### config.mk
export PLATFORM = sky130hd
export DESIGN_NAME = uart_tx_arb
export DESIGN_NICKNAME = d
export VERILOG_FILES = /design/src/rtl/uart_tx_arb.sv
export SDC_FILE = /design/constraint.sdc
export NUM_CORES = 1
export LEC_CHECK = 0
export BUFFER_PORTS_ARGS = -buffer_cell sky130_fd_sc_hd__buf_2
export CORE_ASPECT_RATIO = 0.8
export CORE_MARGIN = 10
export CORE_UTILIZATION = 41
export CTS_CLUSTER_SIZE = 12
export DETAILED_ROUTE_END_ITERATION = 7
export PLACE_DENSITY = 0.64
export SLEW_MARGIN = 20
export SYNTH_ARGS = -nofsm -noshare
export SYNTH_HDL_FRONTEND = slang
export SYNTH_SLANG_ARGS = --single-unit
### constraint.sdc
create_clock -name sysclk -period 3.4 [get_ports sysclk]
set_clock_uncertainty 0.1 [all_clocks]
set_input_delay 0 -clock sysclk [delete_from_list [all_inputs] [get_ports sysclk]]
set_output_delay 0 -clock sysclk [all_outputs]
set_load 0.1 [all_outputs]
### src/rtl/uart_tx_arb.sv
// uart_tx_arb: echo FIFO plus message port arbitrated onto one UART transmitter.
// Define UART_TX_ARB_RR_EN for round-robin; the default build is echo-first priority.
module uart_tx_arb #(
  parameter int FIFO_AW = 2
) (
  input  logic       sysclk,
  input  logic       rstn,
  input  logic [7:0] echo_data,
  input  logic       echo_valid,
  output logic       echo_ovf,
  input  logic [7:0] msg_data,
  input  logic       msg_req,
  output logic       msg_ack,
  output logic [7:0] uart_tx_data,
  output logic       uart_tx_data_req,
  input  logic       uart_tx_busy,
  input  logic       uart_tx_done,
  output logic       arb_busy
);

  localparam int DEPTH = 2**FIFO_AW;
  localparam logic [FIFO_AW:0]   FULL_CNT = {1'b1, {FIFO_AW{1'b0}}};
  localparam logic [FIFO_AW-1:0] PTR_ONE  = FIFO_AW'(1);
  localparam logic [FIFO_AW:0]   CNT_ONE  = (FIFO_AW+1)'(1);

  typedef enum logic [1:0] {
    S_IDLE,
    S_SEND,
    S_WAIT
  } state_e;

  state_e state_q, state_d;

  logic [7:0]         mem_q [DEPTH];
  logic [FIFO_AW-1:0] wptr_q, wptr_d;
  logic [FIFO_AW-1:0] rptr_q, rptr_d;
  logic [FIFO_AW:0]   cnt_q, cnt_d;

  logic [7:0] data_q, data_d;
  logic       req_q, req_d;
  logic       ack_q, ack_d;
  logic       ovf_q, ovf_d;

  logic full, empty, push, pop;
  logic echo_pend, any_pend;
  logic grant, grant_echo;

  // Full is judged on the registered count, so a pop this cycle
  // cannot make room for a same-cycle push.
  assign full      = (cnt_q == FULL_CNT);
  assign empty     = (cnt_q == '0);
  assign push      = echo_valid & ~full;
  assign echo_pend = ~empty;
  assign any_pend  = echo_pend | msg_req;

  assign grant = (state_q == S_IDLE) & ~uart_tx_busy & any_pend;
  assign pop   = grant & grant_echo;

`ifdef UART_TX_ARB_RR_EN
  // last_grant_q: 1 = echo granted last, 0 = msg granted last
  logic lg_q, lg_d;

  assign grant_echo = echo_pend & (~msg_req | ~lg_q);
  assign lg_d       = grant ? grant_echo : lg_q;

  always_ff @(posedge sysclk or negedge rstn) begin
    if (!rstn) lg_q <= 1'b0;
    else       lg_q <= lg_d;
  end
`else
  assign grant_echo = echo_pend;
`endif

  always_comb begin
    wptr_d = wptr_q;
    rptr_d = rptr_q;
    cnt_d  = cnt_q;
    if (push) wptr_d = wptr_q + PTR_ONE;
    if (pop)  rptr_d = rptr_q + PTR_ONE;
    unique case ({push, pop})
      2'b10:   cnt_d = cnt_q + CNT_ONE;
      2'b01:   cnt_d = cnt_q - CNT_ONE;
      default: cnt_d = cnt_q;
    endcase
  end

  always_ff @(posedge sysclk) begin
    if (push) mem_q[wptr_q] <= echo_data;
  end

  always_ff @(posedge sysclk or negedge rstn) begin
    if (!rstn) begin
      wptr_q <= '0;
      rptr_q <= '0;
      cnt_q  <= '0;
    end else begin
      wptr_q <= wptr_d;
      rptr_q <= rptr_d;
      cnt_q  <= cnt_d;
    end
  end

  always_ff @(posedge sysclk or negedge rstn) begin
    if (!rstn) state_q <= S_IDLE;
    else       state_q <= state_d;
  end

  always_comb begin
    state_d = state_q;
    unique case (state_q)
      S_IDLE:  if (grant) state_d = S_SEND;
      S_SEND:  state_d = S_WAIT;
      S_WAIT:  if (uart_tx_done) state_d = S_IDLE;
      default: state_d = S_IDLE;
    endcase
  end

  always_comb begin
    data_d = data_q;
    req_d  = 1'b0;
    ack_d  = 1'b0;
    ovf_d  = echo_valid & full;
    if (grant) begin
      req_d  = 1'b1;
      ack_d  = ~grant_echo;
      data_d = grant_echo ? mem_q[rptr_q] : msg_data;
    end
  end

  always_ff @(posedge sysclk or negedge rstn) begin
    if (!rstn) begin
      data_q <= 8'h00;
      req_q  <= 1'b0;
      ack_q  <= 1'b0;
      ovf_q  <= 1'b0;
    end else begin
      data_q <= data_d;
      req_q  <= req_d;
      ack_q  <= ack_d;
      ovf_q  <= ovf_d;
    end
  end

  assign uart_tx_data     = data_q;
  assign uart_tx_data_req = req_q;
  assign msg_ack          = ack_q;
  assign echo_ovf         = ovf_q;
  assign arb_busy         = (state_q != S_IDLE);

endmodule

* Word-level counts from Yosys, hierarchy flattened
Memories as Yosys holds them, arrays and structs flattened. Index checks and enable logic that the tools add are counted.
Word-level totals: register bits after elaboration 20, word-level logic and storage cells 43, memories 1, input bits 22, latch bits 0, bits in writable memories 32, ROM bits 0
Memory list:
- mem_q | words 4, width 8, rd ports 1, clocked after Yosys merged registers in 0, write ports 1, RTL line 34 | logic [7:0] mem_q [DEPTH];
Cells by class: add/subtract/negate cells 4, equal/unequal tests 7, muxes and demuxes 9, bitwise gates (word level) 9, reductions and logical operators 5, divide/modulo/power cells 0, magnitude comparators 0, $mul 0, shift-type cells 0
Operators with widths (number):
- 8-bit 2-to-1 mux | 1
- 2-bit case mux with 3 select lines | 1
- 3-bit case mux with 2 select lines | 1
- 1-bit bitwise AND | 5
- 2-bit by 1-bit adder with 2-bit output, second input constant | 2
- 2-bit by 1-bit == test with 1-bit output, second input constant | 2
- 2-bit == test, second input constant | 2
- 1-bit 2-to-1 mux | 4
- 2-bit 2-to-1 mux | 2
- 2-bit inequality test, second input constant | 2
- 2-bit nonzero test | 2
- 3-bit by 1-bit adder with 3-bit output, second input constant | 1
- 3-bit == test, second input constant | 1
- 3-bit logical NOT | 1
- 1-bit inverter | 3
- 3-bit by 1-bit subtractor with 3-bit output, second input constant | 1
- 2-bit logical NOT | 1
- 2-bit AND reduction | 1
- 1-bit OR | 1

* Logic depth before layout (Yosys ltp)
Gate-level depths: netlist of the first run.
depth after elaboration 7, mapped depth 9, depth with buffers taken out 9

* Worst setup path after synthesis of the first run
Ideal clock, no wire load.
kind reg2reg, from register state_q[0], to register cnt_q[2], arrival 2333 ps, setup slack 888 ps, period minus slack after synthesis 2512 ps, stages on the path, launching flop included 9, setup time 79 ps, path through dfrtp_1 -> or2_1 -> nor3_2 -> ha_1 -> inv_1 -> fa_1 -> xor2_1 -> nor2_1 -> xor2_1
On the way: longest elaborated chain between the ends 6
Ends and longest elaborated chain:
- start, declared | RTL line 32 | state_e state_q, state_d;
- start signal, assigned | RTL line 105 | else state_q <= state_d;
- 2-bit logical NOT * | RTL line 56 | assign grant = (state_q == S_IDLE) & ~uart_tx_busy & any_pend;
- 1-bit bitwise AND * (2 in a row) | RTL line 56
- 1-bit bitwise AND * | RTL line 57 | assign pop = grant & grant_echo;
- via pop | RTL line 44 | logic full, empty, push, pop;
- 2-bit by 1-bit == test with 1-bit output / 2-bit == test (equally long branches) | RTL line 80 | unique case ({push, pop})
- 3-bit case mux with 2 select lines / 2-bit nonzero test (equally long branches)
- end signal, assigned | RTL line 99 | cnt_q <= cnt_d;
- end, declared | RTL line 37 | logic [FIFO_AW:0] cnt_q, cnt_d;
The timed path passes the listed nets; every way through them passes the cells marked *. A chain may end at the register's enable or synchronous reset.

* Worst setup path in the final report of the first run
Ends and elaborated chain as after synthesis.

==> run metrics, run 1 <==
WL per Instance=16.59 um; required time at the worst-slack endpoint=3520 ps; unrepaired setup endpoints after global routing=no; worst vdd ir=0.0009293 V; share of the cycle needed by the critical path after routing=64.71%; floorplan die area=8456 um^2; delay of the slowest cell on the worst path=slightly above 400 ps; final RePlAce weighted congestion=0.7189; core region area=between 5000 and 6000 um^2; kind of end point of the critical path=flop; number of primary I/O pins=34; maximum frequency from static timing analysis=0.4545 GHz; cell repeated most along the worst path=sky130_fd_sc_hd__xor2_1; Min-Delay Path Class=input pin to async pin; Antenna Nets Post-Route=0; post-synthesis sequential area ratio=69.03%; post-route standard cell area excluding fillers=2651 um^2; Hold Fails Final Rpt=0; global-route wire length before repair=around 6900 um; horizontal die dimension=100.3 um; worst max-slew margin expressed relative to the limit=60.63%; Max FO, Critical Path=3; total of fill cells in the finished design=421; Hold Slack=88.84 ps; total design power=2.536 mW; relative area change from synthesis to final layout=25.24%; total track usage=between 10 and 15%; number of buffers inserted during clock tree synthesis=5; cell total after placement=between 200 and 250; Post-Route Utilization=roughly 53%; FF+latch area=1461 um^2; wire length reported by the detailed router=3997 um; slowest CP cell=sky130_fd_sc_hd__dfrtp_1; worst flop-to-flop path startpoint=state_q[0]; netlist area before placement=2117 um^2; max-slew violations=0; starting DRC count in detailed routing=74; Period minus WS final=2200 ps; critical path type=flop to flop; result of the run=complete, no violations; GRT Residual Overflow=0; number of detailed-route iterations in the first pass=4; Clk pin slew, worst setup/hold paths=~90 ps; vias per inst=4.988; FF+latch count, synth=52; chain of cells forming the critical path=or2_1 -> nor3_2 -> ha_1 -> inv_1 -> fa_1 -> xor2_1 -> nor2_1 -> xor2_1; crit path DAT=2320 ps; Total Nets Final=about 210; via count of the routed design=1202; number of antenna violations at the first check in global routing=0; warning count from the yosys run=0; reported leakage power=1.047 nW; count of buffers from port buffering=33; number of sinks handled by clock tree synthesis=52; Netlist cell types=28; count of final setup violators=0; cell count after synthesis=121; CTS tree=done; Tightest Pin Transition=roughly 590 ps; average footprint of a synthesized cell=17.50 um^2; area occupied by multi-input gates=599.3 um^2; Cell Rows=23; Bufs and invs on worst path=1; maximum root-to-sink buffer count=2; highest-count cells in the layout ignoring fill and taps=sky130_fd_sc_hd__buf_2, sky130_fd_sc_hd__edfxtp_1, sky130_fd_sc_hd__dlygate4sd3_1; worst-case register-to-register setup slack=1200 ps; Post-route DRC=0; insertion delay to the later sink of the worst-skew pair=290 ps; family of cells with the greatest summed delay on the critical path=simple AND/OR/NAND/NOR gates; share of post-route cells with drive strength above 1=~30%; setup total negative slack=0 ps; Reg2Reg Capture Point=cnt_q[2]; total placed instance area=around 2300 um^2; most frequent standard cell in the layout excluding fill and tap cells=sky130_fd_sc_hd__buf_2; effective utilization at floorplan=42.28%; worst slack, placed=1239 ps; H-tree depth=2; number of global-route vias before repair=roughly 1300; number of standard cells in the final layout excluding fillers=about 240; die outline height=roughly 84 um; post-route worst setup slack=1200 ps; number of inserted diodes=0; cells on worst reg2reg path=8; max-capacitance violation count=0; Pwr Density=956.6 nW/um^2; maximum number of pins on one net before global-route repair=21; root buffer selected by CTS=sky130_fd_sc_hd__clkbuf_8; startpoint class of the critical path=flop; hpwl dp=2900 um; post-synthesis net count=149
==> report_power, final <==
part           internal, mW  switching, mW
Combinational         0.362          0.755
Clock                 0.218          0.187
Sequential            0.867          0.149
==> state kept, by name, indices dropped and copies added (netlist names) <==
| name | count |
|---|---|
| wptr_q | 2 |
| cnt_q | 3 |
| mem_q | 32 |
| uart_tx_data_req | 1 |
| echo_ovf | 1 |
| state_q | 2 |
| rptr_q | 2 |
| msg_ack | 1 |
| uart_tx_data | 8 |
==> synthesized netlist by cell type <==
library cell | n | area (um^2)
sky130_fd_sc_hd__buf_6 | 1 | 11.26
sky130_fd_sc_hd__nand2b_1 | 1 | 6.260
sky130_fd_sc_hd__ha_1 | 5 | 62.56
sky130_fd_sc_hd__inv_1 | 6 | 22.52
sky130_fd_sc_hd__mux4_2 | 8 | 180.2
sky130_fd_sc_hd__nor3_2 | 2 | 20.02
sky130_fd_sc_hd__or4b_4 | 1 | 13.76
sky130_fd_sc_hd__xor2_1 | 3 | 26.28
sky130_fd_sc_hd__nand3_1 | 1 | 5.000
sky130_fd_sc_hd__mux2_2 | 1 | 11.26
sky130_fd_sc_hd__buf_2 | 2 | 10.01
sky130_fd_sc_hd__clkbuf_2 | 1 | 5.000
sky130_fd_sc_hd__edfxtp_1 | 32 | 960.9
sky130_fd_sc_hd__or3_1 | 1 | 6.260
sky130_fd_sc_hd__fa_1 | 1 | 20.02
sky130_fd_sc_hd__buf_4 | 1 | 7.510
sky130_fd_sc_hd__a2bb2oi_1 | 8 | 70.07
sky130_fd_sc_hd__nor2_1 | 2 | 7.510
sky130_fd_sc_hd__xnor2_1 | 3 | 26.28
sky130_fd_sc_hd__a21boi_2 | 1 | 11.26
sky130_fd_sc_hd__dfrtp_1 | 20 | 500.5
sky130_fd_sc_hd__mux2i_1 | 2 | 20.02
sky130_fd_sc_hd__and2_1 | 4 | 25.02
sky130_fd_sc_hd__and3_1 | 1 | 6.260
sky130_fd_sc_hd__o21a_1 | 2 | 15.01
sky130_fd_sc_hd__o22ai_1 | 8 | 50.05
sky130_fd_sc_hd__nor3_1 | 2 | 10.01
sky130_fd_sc_hd__or2_1 | 1 | 6.260
==> metal layers <==
metal  vias to the layer above  GRT usage (%)  routed length, um
met5                         -              0                  0
met2                        37          15.69               1862
met3                         6          4.668                306
met4                         0          3.205                 41
li1                        577              -                  -
met1                       582          12.51               1787
==> cell type report <==
type / count / share of cell area [%]
Multi-Input combinational cell: 58 / 22.61
Timing Repair Buffer: 55 / 14.44
Tap cell: 62 / 2.926
Clock buffer: 6 / 2.737
Clock inverter: 2 / 1.321
Inverter: 6 / 0.8495
Sequential cell: 52 / 55.12
==> worst max-delay path by stage <==
stage               start       end  slack [ps]  cells after the start
2_1_floorplan  state_q[0]  cnt_q[2]         890                      8
3_5_place_dp   state_q[0]  cnt_q[2]        1240                      8
5_1_grt          cnt_q[1]  cnt_q[1]        1040                      6
3_3_place_gp   state_q[0]  cnt_q[2]        1300                      8
4_1_cts        state_q[0]  cnt_q[2]        1190                      8
6_report       state_q[0]  cnt_q[2]        1200                      8
==> timing repair <==
item                                   in CTS  in global routing
endpoints found under the hold margin      65                  0
setup buffers                               0                  0
resized for setup                           0                  0
hold buffers                               21                  0
==> worst register-to-register path: stages (launching register included) <==
cell                      delay (ps)
sky130_fd_sc_hd__dfrtp_1         410
sky130_fd_sc_hd__or2_1           280
sky130_fd_sc_hd__nor3_2          260
sky130_fd_sc_hd__ha_1            240
sky130_fd_sc_hd__inv_1            60
sky130_fd_sc_hd__fa_1            380
sky130_fd_sc_hd__xor2_1          150
sky130_fd_sc_hd__nor2_1          110
sky130_fd_sc_hd__xor2_1          150
==> kinds of logic after synthesis <==
logic type	Yosys count	synth area share [%]
muxes	11	9.988
and+or+nand+nor	16	5.024
DFF	52	69.03
xor gates and xnor gates	6	2.483
adders and majority gates	6	3.901
AOI/OAI and AO/OA	19	6.915
buffers and inverters	11	2.659
No activity file was read; power rests on OpenSTA's default activity.
==> run 2: changes to the inputs <==
--- a/config.mk
+++ b/config.mk
@@ -5,13 +5,14 @@
 export SDC_FILE = /design/constraint.sdc
 export NUM_CORES = 1
 export LEC_CHECK = 0
+export ABC_AREA = 1
 export BUFFER_PORTS_ARGS = -buffer_cell sky130_fd_sc_hd__buf_2
 export CORE_ASPECT_RATIO = 0.8
 export CORE_MARGIN = 10
 export CORE_UTILIZATION = 41
 export CTS_CLUSTER_SIZE = 12
 export DETAILED_ROUTE_END_ITERATION = 7
-export PLACE_DENSITY = 0.64
+export PLACE_DENSITY = 0.66
 export SLEW_MARGIN = 20
 export SYNTH_ARGS = -nofsm -noshare
 export SYNTH_HDL_FRONTEND = slang
==> constraint.sdc (replaced) <==
create_clock -name sysclk -period 1.8 [get_ports sysclk]
set_clock_uncertainty 0.1 [all_clocks]
set_input_delay 0 -clock sysclk [delete_from_list [all_inputs] [get_ports sysclk]]
set_output_delay 0 -clock sysclk [all_outputs]
set_load 0.1 [all_outputs]
==> run 2 against run 1 <==
  * Sequential share of layout area fell by 7.4 points
  * Sequential power up 75%
  * Utilization rose by 2.7 points
  * Wire length grew 24%
  * Cell area increased by 15%
  * Critical endpoint unchanged
  * Synthesized cell count grew 93%
  * First-iteration DRC count rose by 9.5%
  * The run now ends with negative setup slack left
  * Die area grew 8.1%
  * Register-to-register slack lost 1300 ps
==> run metrics, run 2 <==
startpoint class of the critical path=flop; unrepaired setup endpoints after global routing=yes; switching part of the total=46.96% (+4.0 points); critical path type=flop to flop; area occupied by multi-input gates=673.1 um^2 (+12%); starting DRC count in detailed routing=81 (+9.5%); max-slew violations=0 (unchanged); reported leakage power=1.504 nW (+44%); maximum number of pins on one net before global-route repair=21 (unchanged); horizontal die dimension=104.4 um (+4.1%); netlist area before placement=2338 um^2 (+10%); via count of the routed design=1680 (+40%); Max FO, Critical Path=2 (-1); count of buffers from port buffering=33 (unchanged); prevailing post-synth register cell=sky130_fd_sc_hd__edfxtp_1; total placed instance area=2689 um^2 (+15%); count of final setup violators=1 (+1); relative area change from synthesis to final layout=30.87%; Tightest Pin Transition=498.7 ps (-91.88 ps); FF+latch area=1461 um^2 (unchanged); effective utilization at floorplan=42.55% (+0.28 points); highest-count cells in the layout ignoring fill and taps=sky130_fd_sc_hd__nand2_1, sky130_fd_sc_hd__inv_1, sky130_fd_sc_hd__buf_2; required time at the worst-slack endpoint=1940 ps (-1580 ps); maximum root-to-sink buffer count=2 (unchanged); Pwr Density=1670 nW/um^2 (+75%); Min-Delay Path Class=input pin to flop; WL per Instance=12.64 um (-24%); Commonest cells post-synth=sky130_fd_sc_hd__nand2_1, sky130_fd_sc_hd__inv_1, sky130_fd_sc_hd__edfxtp_1; result of the run=finished, violations left; die outline height=87.55 um (+3.9%); kind of end point of the critical path=flop; share of post-route cells with drive strength above 1=24.76% (-5.4 points); max-capacitance violation count=0 (unchanged); post-synthesis net count=262 (+76%); Clk pin slew, worst setup/hold paths=100 ps (about the same); hpwl dp=3486 um (+20%); number of inserted diodes=0 (unchanged); post-route standard cell area excluding fillers=3060 um^2 (+15%); number of buffers inserted during clock tree synthesis=5 (unchanged); H-tree depth=2 (unchanged); CTS tree=done; Hold Fails Final Rpt=0 (unchanged); cell count after synthesis=234 (+93%); Hold Slack=63.47 ps (-25.37 ps); Antenna Nets Post-Route=0 (unchanged); maximum frequency from static timing analysis=0.5285 GHz (+16%); part of the total power dissipated in combinational logic=52.1% (+8.1 points); synth top area cells=sky130_fd_sc_hd__edfxtp_1, sky130_fd_sc_hd__dfrtp_1, sky130_fd_sc_hd__nand2_1; worst vdd ir=0.0007163 V (-23%); number of primary I/O pins=34 (unchanged); portion of total power attributed to the clock network=12.9% (-3.0 points); Netlist cell types=21 (-25%); Period minus WS final=1892 ps (-308.2 ps); number of global-route vias before repair=1757 (+32%); final RePlAce weighted congestion=0.7761 (+8.0%); worst flop-to-flop path startpoint=state_q[1]; Internal=2.711 mW (+87%); failing checks=negative setup slack; post-synthesis sequential area ratio=62.49% (-6.5 points); Total Nets Final=342 (+66%); Worst Setup SP=state_q[1]; Post-route DRC=0 (unchanged); Largest register FFs=32 (unchanged); share of the cycle needed by the critical path after routing=105.1% (+40 points); Cell Rows=24 (+4.3%); total track usage=11.16% (+0.94 points); number of antenna violations at the first check in global routing=0 (unchanged); Min-Delay Startpoint=uart_tx_busy; crit path DAT=2030 ps (-290 ps); global-route wire length before repair=8286 um (+21%); core region area=5495 um^2 (+9.7%); Reg with most FFs=mem_q; FF+latch count, synth=52 (unchanged); library cell with the highest instance count after synthesis=sky130_fd_sc_hd__nand2_1; worst max-slew margin expressed relative to the limit=66.98% (+6.4 points); post-route worst setup slack=-91.98 ps (-1292 ps); insertion delay to the later sink of the worst-skew pair=310 ps (+20 ps); average footprint of a synthesized cell=9.994 um^2 (-43%); most frequent standard cell in the layout excluding fill and tap cells=sky130_fd_sc_hd__nand2_1; floorplan die area=9143 um^2 (+8.1%); number of detailed-route iterations in the first pass=4 (unchanged); GRT Residual Overflow=0 (unchanged); total of fill cells in the finished design=486 (+15%); switching component of the power=2.400 mW (+120%); proportion of netlist area held by the largest area contributor=41.09% (-4.3 points); warning count from the yosys run=0 (unchanged); vias per inst=4.275 (-14%); Async SR Flop Fraction=38.46% (unchanged); number of sinks handled by clock tree synthesis=52 (unchanged); root buffer selected by CTS=sky130_fd_sc_hd__clkbuf_8; share of power burned in registers=35.0% (-5.0 points); number of synthesized flops with an enable pin=32 (unchanged); wire length reported by the detailed router=4968 um (+24%); cell taking the most area after synthesis=sky130_fd_sc_hd__edfxtp_1
run 2: path summary, 6_finish.rpt:
kind                                         to  slack (ps)  cells after the start
worst max-delay path                   cnt_q[2]         -90                      9
worst min-delay path            uart_tx_data[4]          60                      6
worst max register to register         cnt_q[2]         -90                      9
worst min register to register  uart_tx_data[6]         410                      2
max in group asynchronous              cnt_q[0]        1200                      2
min in group asynchronous             wptr_q[0]          70                      2
run 2: cell type report:
cell class	count	share of cell area [%]
sequential	52	47.75
multi-input combinational	127	22.00
timing repair buffer	77	17.91
inverter	51	6.255
tap	78	3.189
clock buffer	6	2.371
clock inverter	2	0.5315
run 2: critical path, stage by stage (launching register included):
cell                      delay [ps]
sky130_fd_sc_hd__dfrtp_1         420
sky130_fd_sc_hd__nor2_4          130
sky130_fd_sc_hd__nand2_2          70
sky130_fd_sc_hd__a21oi_4         150
sky130_fd_sc_hd__ha_4            150
sky130_fd_sc_hd__inv_2            40
sky130_fd_sc_hd__fa_2            330
sky130_fd_sc_hd__or2_4           250
sky130_fd_sc_hd__nand2_2          60
sky130_fd_sc_hd__xor2_1          130
run 2: power groups by stage:
stage / clock network [mW] / logic, mW / registers (mW)
6_report: 0.661 / 2.66 / 1.79
5_1_grt: 0.707 / 2.91 / 1.82
4_1_cts: 0.674 / 2.63 / 1.79
3_5_place_dp: 0 / 2.55 / 1.81
3_3_place_gp: 0 / 2.50 / 1.80
2_1_floorplan: 0 / 1.20 / 2.51
run 2: cells by family after synthesis:
logic type / share of synthesized area (%)
AOI/OAI and AO/OA: 1.873
xor gates and xnor gates: 1.873
adders and majority gates: 3.531
buffers and inverters: 9.684
DFF: 62.49
and+or+nand+nor: 20.55
run 2: routing by layer:
metal	GRT usage [%]	wire, um
met5	0	0
met2	19.59	2321
met1	13.60	2364
met3	2.861	246
met4	2.648	36
run 2: repair_timing:
item                                   CTS  global route
buffers inserted                         3             5
endpoints found under the hold margin   63             0
gates resized for setup                  1             2
setup endpoints to repair                1             3
hold buffers                            21             0
pin swaps                                4             3
run 2: metrics by stage:
step / instances / utilization, % / power (mW) / setup WS, ps / setup TNS (ps)
floorplan: 234 / - / 3.714 / -169.7 / -202.9
global placement: 356 / 48.93 / 4.293 / -67.99 / -67.99
detailed placement: 356 / 48.93 / 4.363 / -107.8 / -107.8
CTS: 388 / 54.83 / 5.091 / -118.8 / -118.8
global route: 393 / 55.69 / 5.436 / -159.8 / -159.8
finish: 393 / 55.69 / 5.112 / -91.98 / -91.98
